$ cat config.mk
export PLATFORM = sky130hd
export DESIGN_NAME = control_serial_celdas
export DESIGN_NICKNAME = d
export VERILOG_FILES = /design/src/rtl/control_serial_pkg.sv /design/src/rtl/celda_final.sv /design/src/rtl/celda_ini.sv /design/src/rtl/celda_tipi.sv /design/src/rtl/control_serial_fsm.sv /design/src/rtl/control_serial_celdas.sv
export SDC_FILE = /design/constraint.sdc
export NUM_CORES = 1
export LEC_CHECK = 0
export ABC_AREA = 1
export CELL_PAD_IN_SITES_DETAIL_PLACEMENT = 1
export CELL_PAD_IN_SITES_GLOBAL_PLACEMENT = 1
export CORE_MARGIN = 1
export CORE_UTILIZATION = 38
export CTS_CLUSTER_DIAMETER = 60
export DETAILED_ROUTE_END_ITERATION = 8
export PLACE_DENSITY_LB_ADDON = 0.1
export SLEW_MARGIN = 10
export SYNTH_ARGS = -nofsm -noshare
export SYNTH_HDL_FRONTEND = slang
export SYNTH_SLANG_ARGS = --single-unit
$ cat constraint.sdc
create_clock -name clk -period 1.6 [get_ports clk]
set_clock_uncertainty 0.05 [all_clocks]
set_input_delay 0.24 -clock clk [delete_from_list [all_inputs] [get_ports clk]]
set_output_delay 0.24 -clock clk [all_outputs]
set_load 0.05 [all_outputs]
$ cat src/rtl/control_serial_pkg.sv
// Shared types for the bit-serial cell sequencer: FSM state encoding and sizing helpers.
// Pure declarations; no latency, no flow control.
package control_serial_pkg;

    typedef enum logic [2:0] {
        S_IDLE = 3'd0,
        S_INI  = 3'd1,
        S_TIPI = 3'd2,
        S_FIN  = 3'd3,
        S_DONE = 3'd4
    } state_t;

    localparam int N_MIN = 2;

    // Counter holds N-2 at most, so $clog2(N) bits suffice; never narrower than 1.
    function automatic int cnt_w(input int n);
        return ($clog2(n) > 1) ? $clog2(n) : 1;
    endfunction

endpackage

$ cat src/rtl/celda_final.sv
// Final cell of the iterative network: produces the word result I and Z.
// Combinational, zero latency, no flow control.
module celda_final (
    input  logic L,
    input  logic x,
    input  logic y,
    input  logic r,
    output logic I,
    output logic Z
);
    assign I = (r & ~y) | (y & ~r);
    assign Z = (x & L) | (r & ~L) | (y & ~r & L);
endmodule

$ cat src/rtl/celda_ini.sv
// Initial cell of the iterative network: seeds x/y/r from the leading bit.
// Combinational, zero latency, no flow control.
module celda_ini (
    input  logic L,
    output logic X,
    output logic Y,
    output logic R
);
    assign X = L;
    assign Y = 1'b0;
    assign R = ~L;
endmodule

$ cat src/rtl/celda_tipi.sv
// Typical (middle) cell of the iterative network: next x/y/r from current x/y/r and bit.
// Combinational, zero latency, no flow control.
module celda_tipi (
    input  logic L,
    input  logic x,
    input  logic y,
    input  logic r,
    output logic X,
    output logic Y,
    output logic R
);
    assign X = (~x & ~r & L) | (~x & ~y & L);
    assign Y = (x & ~y & ~r) | (~x & y & r);
    assign R = ~L;
endmodule

$ cat src/rtl/control_serial_fsm.sv
// Sequencer state, bit counter and registered busy/done; N+1 cycles start-to-done, start ignored unless IDLE.
// Optional CONTROL_SERIAL_ABORT_EN adds i_abort, returning a busy run to IDLE without done.
module control_serial_fsm
    import control_serial_pkg::*;
#(
    parameter int N = 8
) (
    input  logic   clk,
    input  logic   rst,
    input  logic   i_start,
`ifdef CONTROL_SERIAL_ABORT_EN
    input  logic   i_abort,
`endif
    output state_t o_state,
    output logic   o_busy,
    output logic   o_done
);
    localparam int CW = cnt_w(N);

    state_t        r_state;
    logic [CW-1:0] r_cnt;
    logic          r_busy;
    logic          r_done;

    always_ff @(posedge clk) begin
        if (rst) begin
            r_state <= S_IDLE;
            r_cnt   <= '0;
            r_busy  <= 1'b0;
            r_done  <= 1'b0;
        end else begin
            r_done <= 1'b0;
`ifdef CONTROL_SERIAL_ABORT_EN
            if (i_abort && r_busy) begin
                r_state <= S_IDLE;
                r_busy  <= 1'b0;
            end else
`endif
            case (r_state)
                S_IDLE: begin
                    if (i_start) begin
                        r_state <= S_INI;
                        r_cnt   <= CW'(N - 2);
                        r_busy  <= 1'b1;
                    end
                end
                S_INI: begin
                    r_state <= (N > N_MIN) ? S_TIPI : S_FIN;
                end
                S_TIPI: begin
                    // One TIPI cycle per middle bit: counter runs N-2 down to 1.
                    if (r_cnt == CW'(1)) begin
                        r_state <= S_FIN;
                    end else begin
                        r_cnt <= r_cnt - CW'(1);
                    end
                end
                S_FIN: begin
                    r_state <= S_DONE;
                    r_busy  <= 1'b0;
                    r_done  <= 1'b1;
                end
                S_DONE: begin
                    r_state <= S_IDLE;
                end
                default: begin
                    r_state <= S_IDLE;
                    r_busy  <= 1'b0;
                end
            endcase
        end
    end

    assign o_state = r_state;
    assign o_busy  = r_busy;
    assign o_done  = r_done;

endmodule

$ cat src/rtl/control_serial_celdas.sv
// Bit-serial evaluation of the ini/tipi/final cell chain, one cell per clock; done N+1 cycles after start.
// start is ignored while busy or in DONE; optional CONTROL_SERIAL_ABORT_EN adds an abort input.
module control_serial_celdas
    import control_serial_pkg::*;
#(
    parameter int N = 8
) (
    input  logic         clk,
    input  logic         rst,
    input  logic         start,
`ifdef CONTROL_SERIAL_ABORT_EN
    input  logic         abort,
`endif
    input  logic [N-1:0] dato,
    output logic         busy,
    output logic         done,
    output logic         I_out,
    output logic         Z_out
);
    logic [N-1:0] r_sh;
    logic         r_x;
    logic         r_y;
    logic         r_r;
    logic         r_i;
    logic         r_z;

    state_t       w_state;
    logic         w_busy;
    logic         w_done;
    logic         w_l;
    logic         w_ini_x, w_ini_y, w_ini_r;
    logic         w_tipi_x, w_tipi_y, w_tipi_r;
    logic         w_fin_i, w_fin_z;

    control_serial_fsm #(.N(N)) u_fsm (
        .clk     (clk),
        .rst     (rst),
        .i_start (start),
`ifdef CONTROL_SERIAL_ABORT_EN
        .i_abort (abort),
`endif
        .o_state (w_state),
        .o_busy  (w_busy),
        .o_done  (w_done)
    );

    // The bit under evaluation is always the shift-register MSB.
    assign w_l = r_sh[N-1];

    celda_ini u_ini (
        .L (w_l),
        .X (w_ini_x),
        .Y (w_ini_y),
        .R (w_ini_r)
    );

    celda_tipi u_tipi (
        .L (w_l),
        .x (r_x),
        .y (r_y),
        .r (r_r),
        .X (w_tipi_x),
        .Y (w_tipi_y),
        .R (w_tipi_r)
    );

    celda_final u_final (
        .L (w_l),
        .x (r_x),
        .y (r_y),
        .r (r_r),
        .I (w_fin_i),
        .Z (w_fin_z)
    );

    always_ff @(posedge clk) begin
        if (rst) begin
            r_sh <= '0;
            r_x  <= 1'b0;
            r_y  <= 1'b0;
            r_r  <= 1'b0;
            r_i  <= 1'b0;
            r_z  <= 1'b0;
        end else begin
`ifdef CONTROL_SERIAL_ABORT_EN
            if (abort && w_busy) begin
                r_x <= 1'b0;
                r_y <= 1'b0;
                r_r <= 1'b0;
            end else
`endif
            case (w_state)
                S_IDLE: begin
                    if (start) begin
                        r_sh <= dato;
                    end
                end
                S_INI: begin
                    r_x  <= w_ini_x;
                    r_y  <= w_ini_y;
                    r_r  <= w_ini_r;
                    r_sh <= r_sh << 1;
                end
                S_TIPI: begin
                    r_x  <= w_tipi_x;
                    r_y  <= w_tipi_y;
                    r_r  <= w_tipi_r;
                    r_sh <= r_sh << 1;
                end
                S_FIN: begin
                    r_i <= w_fin_i;
                    r_z <= w_fin_z;
                end
                default: begin
                end
            endcase
        end
    end

    assign busy  = w_busy;
    assign done  = w_done;
    assign I_out = r_i;
    assign Z_out = r_z;

endmodule

After elaboration in Yosys (flattened, before gate mapping) --
Index checks and enable logic that the tools add are counted.
Cells by class: $add $sub $neg 1, reduce and logical (&&, ||, !) cells 10, bitwise operators 23, equality and inequality tests 8, mux-type cells 13
Operators with widths (number):
- $pmux W8 S2 | 1
- $and A1 B1 Y1 | 13
- $mux W3 | 4
- $pmux W3 S4 | 1
- $mux W8 | 1
- $eq A3 B1 Y1 const B | 2
- $eq A3 B2 Y1 const B | 2
- $pmux W1 S2 | 3
- $pmux W3 S2 | 1
- $reduce_and A2 Y1 | 3
- $reduce_bool A2 Y1 | 3
- $not A1 Y1 | 5
- $or A1 B1 Y1 | 5
- $ne A2 B2 Y1 const B | 2
- $eq A3 B3 Y1 const B | 1
- $logic_not A3 Y1 | 1
- $reduce_and A3 Y1 | 1
- $reduce_or A3 Y1 | 1
- $sub A3 B1 Y3 const B | 1
- $mux W1 | 2
- $ne A2 B1 Y1 const B | 1
- $reduce_or A2 Y1 | 1
Word-level totals: output and inout port bits 4, word-level logic and storage cells 65, flip-flop bits (word level) 21, input bits 11

Depth between registers and ports, before layout --
Gate-level depths: netlist of run 1.
depth in word-level cells 5, gate-level depth with buffers 9, mapped depth without buffers 9

Cells and area by module --
Synthesis of run 1 repeated with hierarchy kept, for this count alone.
Unflattened totals: cell total of the unflattened synthesis 178, area, all modules 1182.4 um2
By module, submodules not included:
- control_serial_celdas | times used 1, sequential area each 260.2 um2, cells an instance 104, area an instance 664.4 um2
- control_serial_fsm | times used 1, sequential area each 160.2 um2, cells an instance 52, area an instance 405.4 um2
- celda_final | times used 1, sequential area each 0.0 um2, cells an instance 8, area an instance 47.5 um2
- celda_tipi | times used 1, sequential area each 0.0 um2, cells an instance 10, area an instance 42.5 um2
- celda_ini | times used 1, sequential area each 0.0 um2, cells an instance 4, area an instance 22.5 um2

Worst setup path after synthesis of run 1 --
Ideal clock, no wire load.
path type register to register, start register u_fsm.r_cnt[1], end register u_fsm.r_cnt[0], cell stages (with the launch flop) 9, clock period less this slack 1169 ps, setup time 116 ps, data required time 1434 ps, setup slack 431 ps, path buffers 0, arrival time 1003 ps, cell sequence dfxtp_1 inv_1 ha_1 nand2_1 nor2_1 nor2_2 nand2_4 o21ai_0 nor2_1
Between the ends: word-level cells in the longest chain between the ends 3
Ends and longest elaborated chain:
- start: declaration | RTL line control_serial_fsm.sv:21 | logic [CW-1:0] r_cnt;
- start signal: assignment | RTL line control_serial_fsm.sv:43 | r_cnt <= CW'(N - 2);
- start signal: assignment | RTL line control_serial_fsm.sv:55 | r_cnt <= r_cnt - CW'(1);
- $eq A3 B1 Y1 | RTL line control_serial_fsm.sv:52 | if (r_cnt == CW'(1)) begin
- $ne A2 B2 Y1 (no line)
- $reduce_and A3 Y1 (no line)
No other way between the ends. A chain may end at the register's enable or synchronous reset.

Final worst setup path of run 1 --
start register u_fsm.r_state[1] (netlist: u_fsm.o_state[1]), end register r_sh[6]
Between the ends: word-level cells in the longest chain between the ends 4, elaborated cells between the ends (all ways) 8, classes of those cells eq/ne (3); mux (1); reduce/logical (4)
Ends and longest elaborated chain:
- start: declaration | RTL line control_serial_fsm.sv:20 | state_t r_state;
- start signal: assignment | RTL line control_serial_fsm.sv:48 | r_state <= (N > N_MIN) ? S_TIPI : S_FIN;
- $eq A3 B1 Y1 or $eq A3 B2 Y1 (tied branches) | RTL line control_serial_celdas.sv:92 | case (w_state)
- $reduce_or A2 Y1 (no line)
- $reduce_bool A2 Y1 (no line)
- $reduce_and A2 Y1 (no line)
- end signal: assignment | RTL line control_serial_celdas.sv:95 | r_sh <= dato;
- end signal: assignment | RTL line control_serial_celdas.sv:102 | r_sh <= r_sh << 1;
- end signal: assignment | RTL line control_serial_celdas.sv:108 | r_sh <= r_sh << 1;
- end: declaration | RTL line control_serial_celdas.sv:20 | logic [N-1:0] r_sh;
Parallel ways exist; a longest one is shown, timed or not.

==> impl_results.md, run 1 <==
- Clk_lat worst skew: ~0.31 ns
- Area of the multi-input gates: between 500 and 600 um^2
- Ys async rst share: 0
- Fmax: between 700 and 800 MHz
- Cts bufs inserted: 3
- Hold crit path type: reg2reg
- Post-synth top flop: dfxtp_1
- Initial Util: 0.4142
- Outcome: finished clean
- RSZ-0062 raised after global routing: no
- Clk pwr share: 0.196
- Mapped Cells: between 100 and 150
- CP arrival: 1.57 ns
- Net switching power figure: about 470 uW
- Sw Ratio: 0.3593
- Pwr/cell area: approximately 1100 nW/um^2
- Total number of yosys warnings: 0
- Violation count after the first detailed-routing iteration: 1
- Number of library cell types mapped by synthesis: 24
- Routed vias: 930
- Setup Buffers After CTS: 0
- Sequential Area: between 400 and 500 um^2
- Antenna violations before repair: 0
- Hold buffer count at CTS: 0
- Number of port buffers: 14
- Syn avg cell area: between 7 and 8 um^2
- Worst setup SP type: flop
- Post-layout min period: about 1.4 ns
- Total GRT Usage: 0.1743
- Clock Pin Slew Worst Setup and Hold Paths: 0.12 ns
- Area growth, synth to finish: 15.29%
- DRT Pass-1 Iters: 2
- Die width: ~55 um
- DIE AREA: 3015 um^2
- Ratio of cells with drive above 1 in the final layout: 0.1375
- Setup ws final: between 0.15 and 0.2 ns
- Number of max-cap violations: 0
- Max-slew violations: 0
- Crit Path Max Fanout: 12
- Largest net degree at the start of global routing: 14
- Final setup viols: 0
- # IOs: 15
- Routed wire length: about 2200 um
- Post_cts resized: 0
- Vias in the first global route: 870
- Filler cells: 339
- TNS Setup: 0 ns
- Core box area: roughly 2600 um^2
- Clk sinks: 21
- Crit Path Class: reg2reg
- Number of diodes: 0
- Seq/Total Area, Yosys: 0.3953
- Leakage: approximately 0.00056 uW
- Max transition margin: 0.7219
- First-pass GRT wire length: 3677 um
- Internal power: ~850 uW
- Via density: between 4 and 5
- Worst slack at placement: 0.1285 ns
- Clock root cell: clkbuf_4
- Crit. End Element: flop
- Mapped Area: between 1000 and 1500 um^2
- Antenna Nets Post-Route: 0
- Tightest Pin Transition: approximately 0.42 ns
- Final HPWL DP: between 1500 and 2000 um
- Gr ovfl total: 0
- NumNets Final: 175
- Period utilization: 0.8774
- CTS max path bufs: 2
- Seq pwr share: 0.492
- H-tree levels: 1
- Worst EP required: about 1.8 ns
- DR DRC count: 0
- FP Rows: 18
- Max IR drop VDD: ~580 uV
- CTS tree: done
- Synthesized Nets: between 150 and 200
- Combinational share of power: 0.312
- Post-synth EDFFs: 0
- Hold Fails Final Rpt: 0
- Yosys reg bits: 21
- Die Y: ~55 um
- WL/cell: ~12 um
- Gpl congestion: around 0.7
==> power groups by stage <==
stage | combinational, uW | clock [uW] | sequential [uW]
floorplan | 325 | 0 | 671
global placement | 409 | 0 | 660
detailed placement | 421 | 0 | 664
CTS | 423 | 274 | 652
global route | 474 | 294 | 661
finish | 412 | 259 | 650
==> cell usage in the layout, fill, tap and decap left out, types with 5 or more instances in the layout <==
cell and count:
a21oi_1 14, buf_4 5, clkdlybuf4s50_1 10, dfxtp_1 21, inv_1 18, nand2_1 31
nand3_1 11, nor2_1 15, o21ai_0 7
==> kinds of logic (layout without fill, tap and decap cells) <==
kind of cell             after synthesis  after routing  synth area share
AO/OA/AOI/OAI                         24             24            0.1176
adder cells (fa/ha/maj)                3              3           0.03530
XOR/XNOR                               1              1          0.008237
buffers and inverters                 25             39            0.1106
flip-flops                            21             21            0.3953
AND/OR/NAND/NOR                       72             72            0.3329
==> metrics by stage <==
step / instance area [um^2] / util / hold WS (ns) / power, uW / cells
6_report: 1226 / 0.4776 / 0.4270 / 1322 / 190
5_1_grt: 1226 / 0.4776 / 0.4638 / 1429 / 190
4_1_cts: 1226 / 0.4776 / 0.4334 / 1349 / 190
3_5_place_dp: 1199 / 0.4669 / 0.4155 / 1085 / 186
3_3_place_gp: 1199 / 0.4669 / 0.4091 / 1070 / 186
2_1_floorplan: 1064 / - / 0.3546 / 996.4 / 146
==> critical path, stage by stage (launching register included) <==
cell and delay (ns):
dfxtp_1 0.40, nor2_4 0.30, nand3_4 0.23, nand2_4 0.16, nand2_1 0.06, nand2_1 0.06, nor2_1 0.05
==> registers in the layout (all words and copies together) (netlist names) <==
| signal | cells |
|---|---|
| I_out | 1 |
| Z_out | 1 |
| r_r | 1 |
| r_sh | 8 |
| r_x | 1 |
| r_y | 1 |
| u_fsm.o_busy | 1 |
| u_fsm.o_done | 1 |
| u_fsm.o_state | 3 |
| u_fsm.r_cnt | 3 |
==> routing by layer <==
layer	up-vias	wire length [um]	GRT usage
li1	497	-	-
met1	415	1076	0.2219
met2	13	1046	0.2851
met3	5	54	0.02459
met4	0	45	0.08750
met5	-	0	0
==> area by class of cell <==
cell class | count | area share
flip-flops and latches | 21 | 0.3429
repair buffers | 15 | 0.1122
inverters | 20 | 0.06327
well taps | 30 | 0.03061
multi-input cells | 100 | 0.4286
clock buffers | 3 | 0.01837
clock inverters | 1 | 0.004082
==> Yosys cell counts (2+ instances only) <==
master | instances | area (um^2)
a21oi_1 | 14 | 70.07
buf_2 | 2 | 10.01
buf_6 | 2 | 22.52
dfxtp_1 | 21 | 420.4
ha_1 | 3 | 37.54
inv_1 | 18 | 67.56
nand2_1 | 31 | 116.4
nand2_2 | 3 | 18.77
nand2_4 | 3 | 33.78
nand3_1 | 11 | 55.05
nand4_1 | 2 | 12.51
nor2_1 | 15 | 56.30
nor2_4 | 2 | 22.52
nor3_1 | 3 | 15.01
o21ai_0 | 7 | 35.03
==> worst paths after layout <==
check / start / to / slack [ns] / cells after the start
worst max register to register: u_fsm.o_state[1] / r_sh[6] / 0.20 / 6
worst min register to register: r_sh[0] / r_sh[0] / 0.43 / 2
worst min-delay path: r_sh[0] / r_sh[0] / 0.43 / 2
worst max-delay path: u_fsm.o_state[1] / r_sh[6] / 0.20 / 6
(Power assumes the default switching activity.)
==> run 2, diff against run 1 <==
--- a/config.mk
+++ b/config.mk
@@ -16,4 +16,5 @@
 export SLEW_MARGIN = 10
 export SYNTH_ARGS = -nofsm -noshare
 export SYNTH_HDL_FRONTEND = slang
+export SYNTH_HIERARCHICAL = 1
 export SYNTH_SLANG_ARGS = --single-unit
==> run 2 against run 1 <==
  * Non-clock buffer count is 2 higher
  * Routed wire length is 24% higher
  * Largest power group unchanged
  * Clock power hardly changed
  * Register-to-register slack worse by 0.07 ns
  * Combinational power is 4% lower
  * Largest cell class unchanged
==> impl_results.md, run 2 <==
- Outcome: finished clean
- First-pass GRT wire length: 5099 um (+39%)
- Post-synth EDFFs: 0 (unchanged)
- Crit. End Element: flop
- Most common cell after layout, fill and taps aside: nand2_1
- Worst setup SP type: flop
- Hold buffer count at CTS: 0 (unchanged)
- Largest net degree at the start of global routing: 15 (+1)
- RR Startpoint: u_fsm/o_state[0]
- RSZ-0062 raised after global routing: no
- Ys async rst share: 0 (unchanged)
- Top reg by flops: r_sh
- Synth area leaders: dfxtp_1, nand2_1, nor2_1
- Hold depth: 2 (unchanged)
- Area leader, netlist: dfxtp_1
- DR DRC count: 0 (unchanged)
- Internal power: 826.3 uW (-2.4%)
- Area of the multi-input gates: 619.3 um^2 (+18%)
- Total number of yosys warnings: 6 (+6)
- DIE AREA: 3339 um^2 (+11%)
- Filler cells: 389 (+15%)
- Placed cells: 222 (+19%)
- Setup Buffers After CTS: 0 (unchanged)
- Net switching power figure: 465.1 uW (-2.0%)
- Ratio of cells with drive above 1 in the final layout: 0.1641 (+0.02660)
- Via density: 4.969 (+1.5%)
- Reg2reg end: r_sh[7]
- Mapped Area: 1182 um^2 (+11%)
- Clk pwr share: 0.203 (+0.007)
- FP Rows: 19 (+1)
- CTS tree: done
- Hold crit path type: reg2reg
- Routed vias: 1123 (+21%)
- Post-synth top flop: dfxtp_1
- Initial Util: 0.4145 (about the same)
- Max-slew violations: 0 (unchanged)
- Syn avg cell area: 6.643 um^2 (-8.8%)
- Post_cts resized: 0 (unchanged)
- Gpl congestion: 0.7947 (+14%)
- Endpoint, Worst Hold: u_fsm/r_cnt[1]
- Gr ovfl total: 0 (unchanged)
- DRT Pass-1 Iters: 4 (+2)
- Antenna violations before repair: 0 (unchanged)
- Number of port buffers: 14 (unchanged)
- Reg2reg setup slack: 0.12 ns (-0.07 ns)
- Max IR drop VDD: 370.6 uV (-36%)
- Violation count after the first detailed-routing iteration: 27 (+26)
- Number of max-cap violations: 0 (unchanged)
- Crit Path Max Fanout: 14 (+2)
- Share of the synthesized area in the top cell type: 0.3556 (-0.03974)
- Number of diodes: 0 (unchanged)
- NumNets Final: 210 (+20%)
- Largest register FFs: 8 (unchanged)
- Worst slack at placement: 0.06065 ns (-0.06789 ns)
- CTS max path bufs: 2 (unchanged)
- Mapped Cells: 178 (+22%)
- Post-layout min period: 1.476 ns (+0.07246 ns)
- Clock Pin Slew Worst Setup and Hold Paths: 0.12 ns (about the same)
- Hold Fails Final Rpt: 0 (unchanged)
- Clock root cell: clkbuf_4
- Final core utilization: 0.4776 (about the same)
- Combinational share of power: 0.305 (-0.007)
- Post-synth top cells: nand2_1, nor2_1, inv_1, dfxtp_1
- Crit. Startpoint: u_fsm/o_state[0]
- Number of library cell types mapped by synthesis: 22 (-8.3%)
- Final HPWL DP: 2196 um (+27%)
- Leakage: 0.0006688 uW (+20%)
- Most frequent cells in the layout: nand2_1, nor2_1, inv_1
- Fmax: 677.4 MHz (-4.9%)
- Seq pwr share: 0.492 (about the same)
- Total GRT Usage: 0.1962 (+0.02198)
- Period utilization: 0.9227 (+0.04529)
- H-tree levels: 1 (unchanged)
- Seq/Total Area, Yosys: 0.3556 (-0.03974)
- Core box area: 2853 um^2 (+11%)
- Yosys reg bits: 21 (unchanged)
- TNS Setup: 0 ns (unchanged)
- Post-route insts no fill: 226 (+19%)
- Antenna Nets Post-Route: 0 (unchanged)
- Register-to-Register Path Depth: 7 (+1)
- Cts bufs inserted: 3 (unchanged)
- Worst Min Path Start: u_fsm/r_cnt[1]
- Die Y: 57.78 um (+5.2%)
- Setup ws final: 0.1237 ns (-0.07246 ns)
- # IOs: 15 (unchanged)
- WL/cell: 12.16 um (+4.0%)
- Clk_lat worst skew: 0.30 ns (about the same)
- Total chip power: 1291 uW (-2.3%)
- Pwr/cell area: 947.8 nW/um^2 (-12%)
- Clk sinks: 21 (unchanged)
- Area growth, synth to finish: 15.24% (about the same)
- Worst EP required: 1.75 ns (-0.02 ns)
- Final setup viols: 0 (unchanged)
- Synthesized Nets: 192 (+20%)
- Die width: 57.78 um (+5.2%)
- Sequential Area: 420.4 um^2 (unchanged)
- Most frequent cell after synthesis: nand2_1
- Sw Ratio: 0.3602 (+0.0008856)
- Vias in the first global route: 1180 (+36%)
- Crit Path Class: reg2reg
- CP arrival: 1.63 ns (+0.06 ns)
- Routed wire length: 2749 um (+24%)
run 2: logic make-up (layout without fill, tap and decap cells):
family | after synthesis | after routing | synth area share
other cells | 1 | 1 | 0.003172
buf+inv | 32 | 49 | 0.1206
flops | 21 | 21 | 0.3556
simple gates | 102 | 102 | 0.4063
compound gates | 19 | 19 | 0.08255
fa+ha+maj | 3 | 3 | 0.03175
run 2: power groups by stage:
stage	Sequential [uW]	Combinational [uW]	Clock [uW]
floorplan	655	285	0
global placement	644	377	0
detailed placement	648	401	0
CTS	636	403	280
global route	644	455	310
finish	635	394	262
run 2: area by class of cell:
class                           count  share of cell area
Timing Repair Buffer               17              0.1120
Clock buffer                        4             0.01928
Multi-Input combinational cell    125              0.4545
Sequential cell                    21              0.3085
Tap cell                           31             0.02847
Inverter                           28             0.07713
run 2: through the flow:
stage          hold slack [ns]  area (um^2)
5_1_grt                 0.4822         1363
2_1_floorplan           0.2591         1182
4_1_cts                 0.4436         1363
6_report                0.4407         1363
3_3_place_gp            0.4007         1336
3_5_place_dp            0.4214         1336
run 2: per-layer routing:
layer  part of all wire  track usage  up-vias
li1                   -            -      579
met2               0.51       0.3588       12
met1               0.46       0.2382      530
met5                  0            0        -
met4             0.0044      0.05102        0
met3              0.021      0.03348        2
run 2: worst max path at each step:
| stage | endpoint | slack, ns | cells past startpoint |
|---|---|---|---|
| after floorplan | r_sh[2] | 0.38 | 6 |
| after detailed placement | r_sh[3] | 0.06 | 6 |
| after global routing | r_sh[1] | 0.04 | 7 |
| after global placement | r_sh[3] | 0.12 | 6 |
| after CTS | r_sh[7] | 0.09 | 7 |
| final | r_sh[7] | 0.12 | 7 |
run 2: critical path, stage by stage, from the launching register on:
cell and delay, ns:
dfxtp_1 0.55, inv_1 0.12, nand2_2 0.09, nand3_2 0.22
nand2_1 0.14, nor2_1 0.05, nor2_1 0.11, nor2_1 0.04
==> run 3, diff against run 2 <==
--- a/config.mk
+++ b/config.mk
@@ -12,6 +12,7 @@
 export CORE_UTILIZATION = 38
 export CTS_CLUSTER_DIAMETER = 60
 export DETAILED_ROUTE_END_ITERATION = 8
+export GPL_ROUTABILITY_DRIVEN = 1
 export PLACE_DENSITY_LB_ADDON = 0.1
 export SLEW_MARGIN = 10
 export SYNTH_ARGS = -nofsm -noshare
==> results of run 3 <==
Same layout as run 2: the final DEF is identical, and so are final timing and power.
==> RTL edit 1, RTL diff (flow settings as in run 2) <==
Encoding of `state_t`: now one-hot (5 bits for 5 states).
--- a/src/rtl/control_serial_pkg.sv
+++ b/src/rtl/control_serial_pkg.sv
@@ -2,12 +2,12 @@
 // Pure declarations; no latency, no flow control.
 package control_serial_pkg;
 
-    typedef enum logic [2:0] {
-        S_IDLE = 3'd0,
-        S_INI  = 3'd1,
-        S_TIPI = 3'd2,
-        S_FIN  = 3'd3,
-        S_DONE = 3'd4
+    typedef enum logic [4:0] {
+        S_IDLE = 5'b00001,
+        S_INI  = 5'b00010,
+        S_TIPI = 5'b00100,
+        S_FIN  = 5'b01000,
+        S_DONE = 5'b10000
     } state_t;
 
     localparam int N_MIN = 2;
Function: no difference found for any inputs over 10 cycles, from zero or initial values and one cycle with rst high; not proved beyond that.
==> RTL edit 1 against run 2 <==
  * Count of clock-buffer cells in the layout unchanged
  * Critical endpoint is now u_fsm/o_busy
  * Sequential cell count increased by 2
  * Synthesized cell count increased by 22%
  * First-iteration DRC count increased by 26%
  * Synthesized area increased by 23%
  * Sequential power increased by 19%
  * Routed wire length increased by 21%
  * Die area increased by 23%
  * Largest power group unchanged
  * Design area increased by 27%
  * Combinational power increased by 91%
  * Total power increased by 46%
  * Setup slack improved by 0.093 ns
  * Non-clock buffer count increased by 5
==> RTL edit 1: results (changes against run 2) <==
outcome = completed
Sw Ratio = 0.389 (+0.0287)
most frequent cells after synthesis = 41 x nand2_1, 37 x inv_1, 35 x nor2_1
M3 GR Usage = 0.0268 (-0.00670)
CP Capture Point = u_fsm/o_busy
Leak Pwr = 0.826 nW (+23%)
total number of vias = 1356 (+21%)
reg2reg start = u_fsm/o_state[2]
bufs w/o clock = 22 (+5)
max incr delay on CP = 0.38 ns (-0.17 ns)
Clk network pwr share = 0.198 (-0.005)
Hold WS = 0.442 ns (+0.00105 ns)
vias in the first global route = 1353 (+15%)
Area contributors post-synth = dfxtp_1 32%, nand2_1 11%, inv_1 9.5%
number of multi-input logic gates = 145 (+16%)
GR Layer Usage met2 = 0.319 (-0.0397)
Tot GR Track Use = 0.182 (-0.0146)
grt met1 use = 0.230 (-0.00790)
Filler cells = 496 (+28%)
Seq cells post-synth = 23 (+9.5%)
maximum vdd drop = 0.433 mV (+17%)
Clock Latency Late Sink = 0.26 ns (-0.04 ns)
Final GP Congestion = 0.746 (-6.2%)
R2R setup slack = 0.22 ns (+0.09 ns)
Routed WL = 3.33 mm (+21%)
Clk. pwr = 373 µW (+42%)
CP max FO = 4 (-10)
layout cell share with drive strength beyond 1 = 0.182 (+0.0181)
Seq power = 757 µW (+19%)
Worst Path Arrival = 1.54 ns (-0.09 ns)
register area = 460 µm² (+9.5%)
Synth Net Count = 231 (+20%)
top-area cell type share of the netlist area = 0.315 (-0.0402)
Cells after Synth = 217 (+22%)
first-pass GRT wire length = 5.86 mm (+15%)
dpl hpwl = 2.64 mm (+20%)
post-synthesis sequential area ratio = 0.315 (-0.0402)
setup slack at placement = 0.00505 ns (-0.0556 ns)
multi-input logic area = 805 µm² (+30%)
non-clk buf share = 0.117 (+0.00502)
Logic inverters = 42 (+50%)
crit-path leading delay family = flip-flops
clock-pin slew on the worst setup and hold paths = 0.08 ns (-0.04 ns)
Hold Startpoint = I_out
RTL edit 1: cell types whose count changed after synthesis, moves of 3 or more:
cell / before / now
nand4_1: 3 / 13
buf_2: 0 / 3
nand3_2: 2 / 6
nand2_2: 7 / 2
nor2_1: 29 / 35
nand3_1: 6 / 13
inv_1: 24 / 37
a21oi_1: 8 / 3
RTL edit 1: kinds of logic (layout without fill, tap and decap cells):
group	Yosys count	count (layout)	synth area share
buffers and inverters	49	68	0.140
adder cells (fa/ha/maj)	3	3	0.0257
AO/OA/AOI/OAI	14	14	0.0505
other	1	1	0.00257
flip-flops	23	23	0.315
XOR/XNOR	1	1	0.00600
AND/OR/NAND/NOR	126	126	0.460
RTL edit 1: timing repair:
action / in CTS / in global routing
endpoints found under the setup margin: 0 / 1
gates resized for setup: 0 / 1
hold endpoints to repair: 0 / 0
RTL edit 1: per-layer routing:
layer  share of wire  routed length (µm)
met1            0.47                1560
met2            0.49                1620
met3           0.033                 111
met4          0.0087                  29
met5               0                   0
==> RTL edit 2, RTL diff (settings of run 2) <==
Without the edit above. Add a define of `CONTROL_SERIAL_ABORT_EN`.
--- a/src/rtl/control_serial_fsm.sv
+++ b/src/rtl/control_serial_fsm.sv
@@ -1,5 +1,7 @@
 // Sequencer state, bit counter and registered busy/done; N+1 cycles start-to-done, start ignored unless IDLE.
 // Optional CONTROL_SERIAL_ABORT_EN adds i_abort, returning a busy run to IDLE without done.
+`define CONTROL_SERIAL_ABORT_EN
+
 module control_serial_fsm
     import control_serial_pkg::*;
 #(
Interface: changed (added abort); port bits go from 15 to 16. No check against the original RTL was run, so the function may have changed too.
==> RTL edit 2 against run 2 <==
  * Clock power grew 3%
  * Design area grew 8.4%
  * Combinational power up 86%
  * Total power is 34% higher
  * Synthesized area is 5.9% higher
  * Maximum frequency grew 8.6%
  * Sequential cell count unchanged
  * Routed wire length up 5.3%
  * Global-route usage decreased by 0.74 points
  * Setup slack better by 0.12 ns
  * Non-clock buffer count is 1 higher
  * Hold slack gained 0.013 ns
  * Highest routed layer unchanged
==> RTL edit 2: results (changes against run 2) <==
router iterations before antenna repair = 2 (-2)
switching pwr = 722 µW (+55%)
Synth Net Count = 212 (+10%)
first-pass GRT wire length = 5.08 mm (-0.41%)
GR Layer Usage met2 = 0.350 (-0.00888)
maximum vdd drop = 0.487 mV (+32%)
dpl hpwl = 2.24 mm (+2.2%)
M3 GR Usage = 0.0197 (-0.0138)
outcome = completed
Avg Inst Size Synth = 6.36 µm² (-4.3%)
Post-Synth XOR/XNOR Area = 0.00699 (+0.00699)
pin count of the biggest net entering global routing = 17 (+2)
most frequent cells after synthesis = 51 x nand2_1, 40 x inv_1, 24 x nor2_1
Clk. pwr = 270 µW (+3%)
Netlist cell types = 21 (-4.5%)
combinational power = 731 µW (+86%)
post-synthesis sequential area ratio = 0.336 (-0.0199)
Routed WL = 2.90 mm (+5.3%)
Final GP Congestion = 0.721 (-9.2%)
Clock Latency Late Sink = 0.32 ns (+0.02 ns)
M1 wire length = 1.34 mm (+5.9%)
Seq power = 723 µW (+14%)
Final Net Count = 231 (+10%)
Leak Pwr = 0.763 nW (+14%)
layout cell share with drive strength beyond 1 = 0.126 (-0.0385)
post-synthesis adder-cell area fraction = 0.0300 (-0.00178)
met2 WL post-DR = 1.47 mm (+4.7%)
grt met1 use = 0.220 (-0.0179)
Filler cells = 436 (+12%)
==> RTL edit 2: changes by cell type after synthesis, sizes merged, moves of 2 or more <==
| cell | run 2 | this run |
|---|---|---|
| a21oi | 8 | 17 |
| clkinv | 0 | 2 |
| inv | 28 | 40 |
| nand2 | 52 | 57 |
| nand3 | 9 | 13 |
| nand4 | 3 | 0 |
| nor2 | 35 | 29 |
| o21ai | 10 | 6 |
==> RTL edit 2: stage by stage <==
step	setup slack, ns	instance area (µm²)	hold WS, ns	util
2_1_floorplan	0.203	1250	0.328	-
3_3_place_gp	0.101	1450	0.417	0.471
3_5_place_dp	0.0453	1450	0.434	0.471
4_1_cts	0.225	1480	0.459	0.480
5_1_grt	0.0812	1480	0.490	0.480
6_report	0.241	1480	0.454	0.480
==> RTL edit 2: cell type report <==
cell class / count / area share
clock buffers: 3 / 0.0153
repair buffers: 18 / 0.119
clock inverters: 1 / 0.00339
well taps: 44 / 0.0373
flip-flops and latches: 21 / 0.285
multi-input cells: 130 / 0.434
inverters: 42 / 0.107
==> RTL edit 2: worst paths after layout <==
kind / startpoint / endpoint / slack (ns) / cells past startpoint
hold reg to reg: I_out / I_out / 0.45 / 2
hold / removal: I_out / I_out / 0.45 / 2
setup reg to reg: u_fsm/o_state[0] / r_sh[5] / 0.24 / 5
setup / recovery: u_fsm/o_state[0] / r_sh[5] / 0.24 / 5
==> RTL edit 2: worst max-delay path, stage by stage, from the launching register on <==
cell and delay (ns):
dfxtp_1 0.52, nor2_2 0.12, nor2_2 0.28, nand2_1 0.10, a21oi_1 0.17, nor2_1 0.05
==> RTL edit 2: cell families after synthesis <==
group           Yosys count
compound gates           23
xor+xnor                  1
fa+ha+maj                 3
buf+inv                  46
flops                    21
other cells               1
simple gates            102
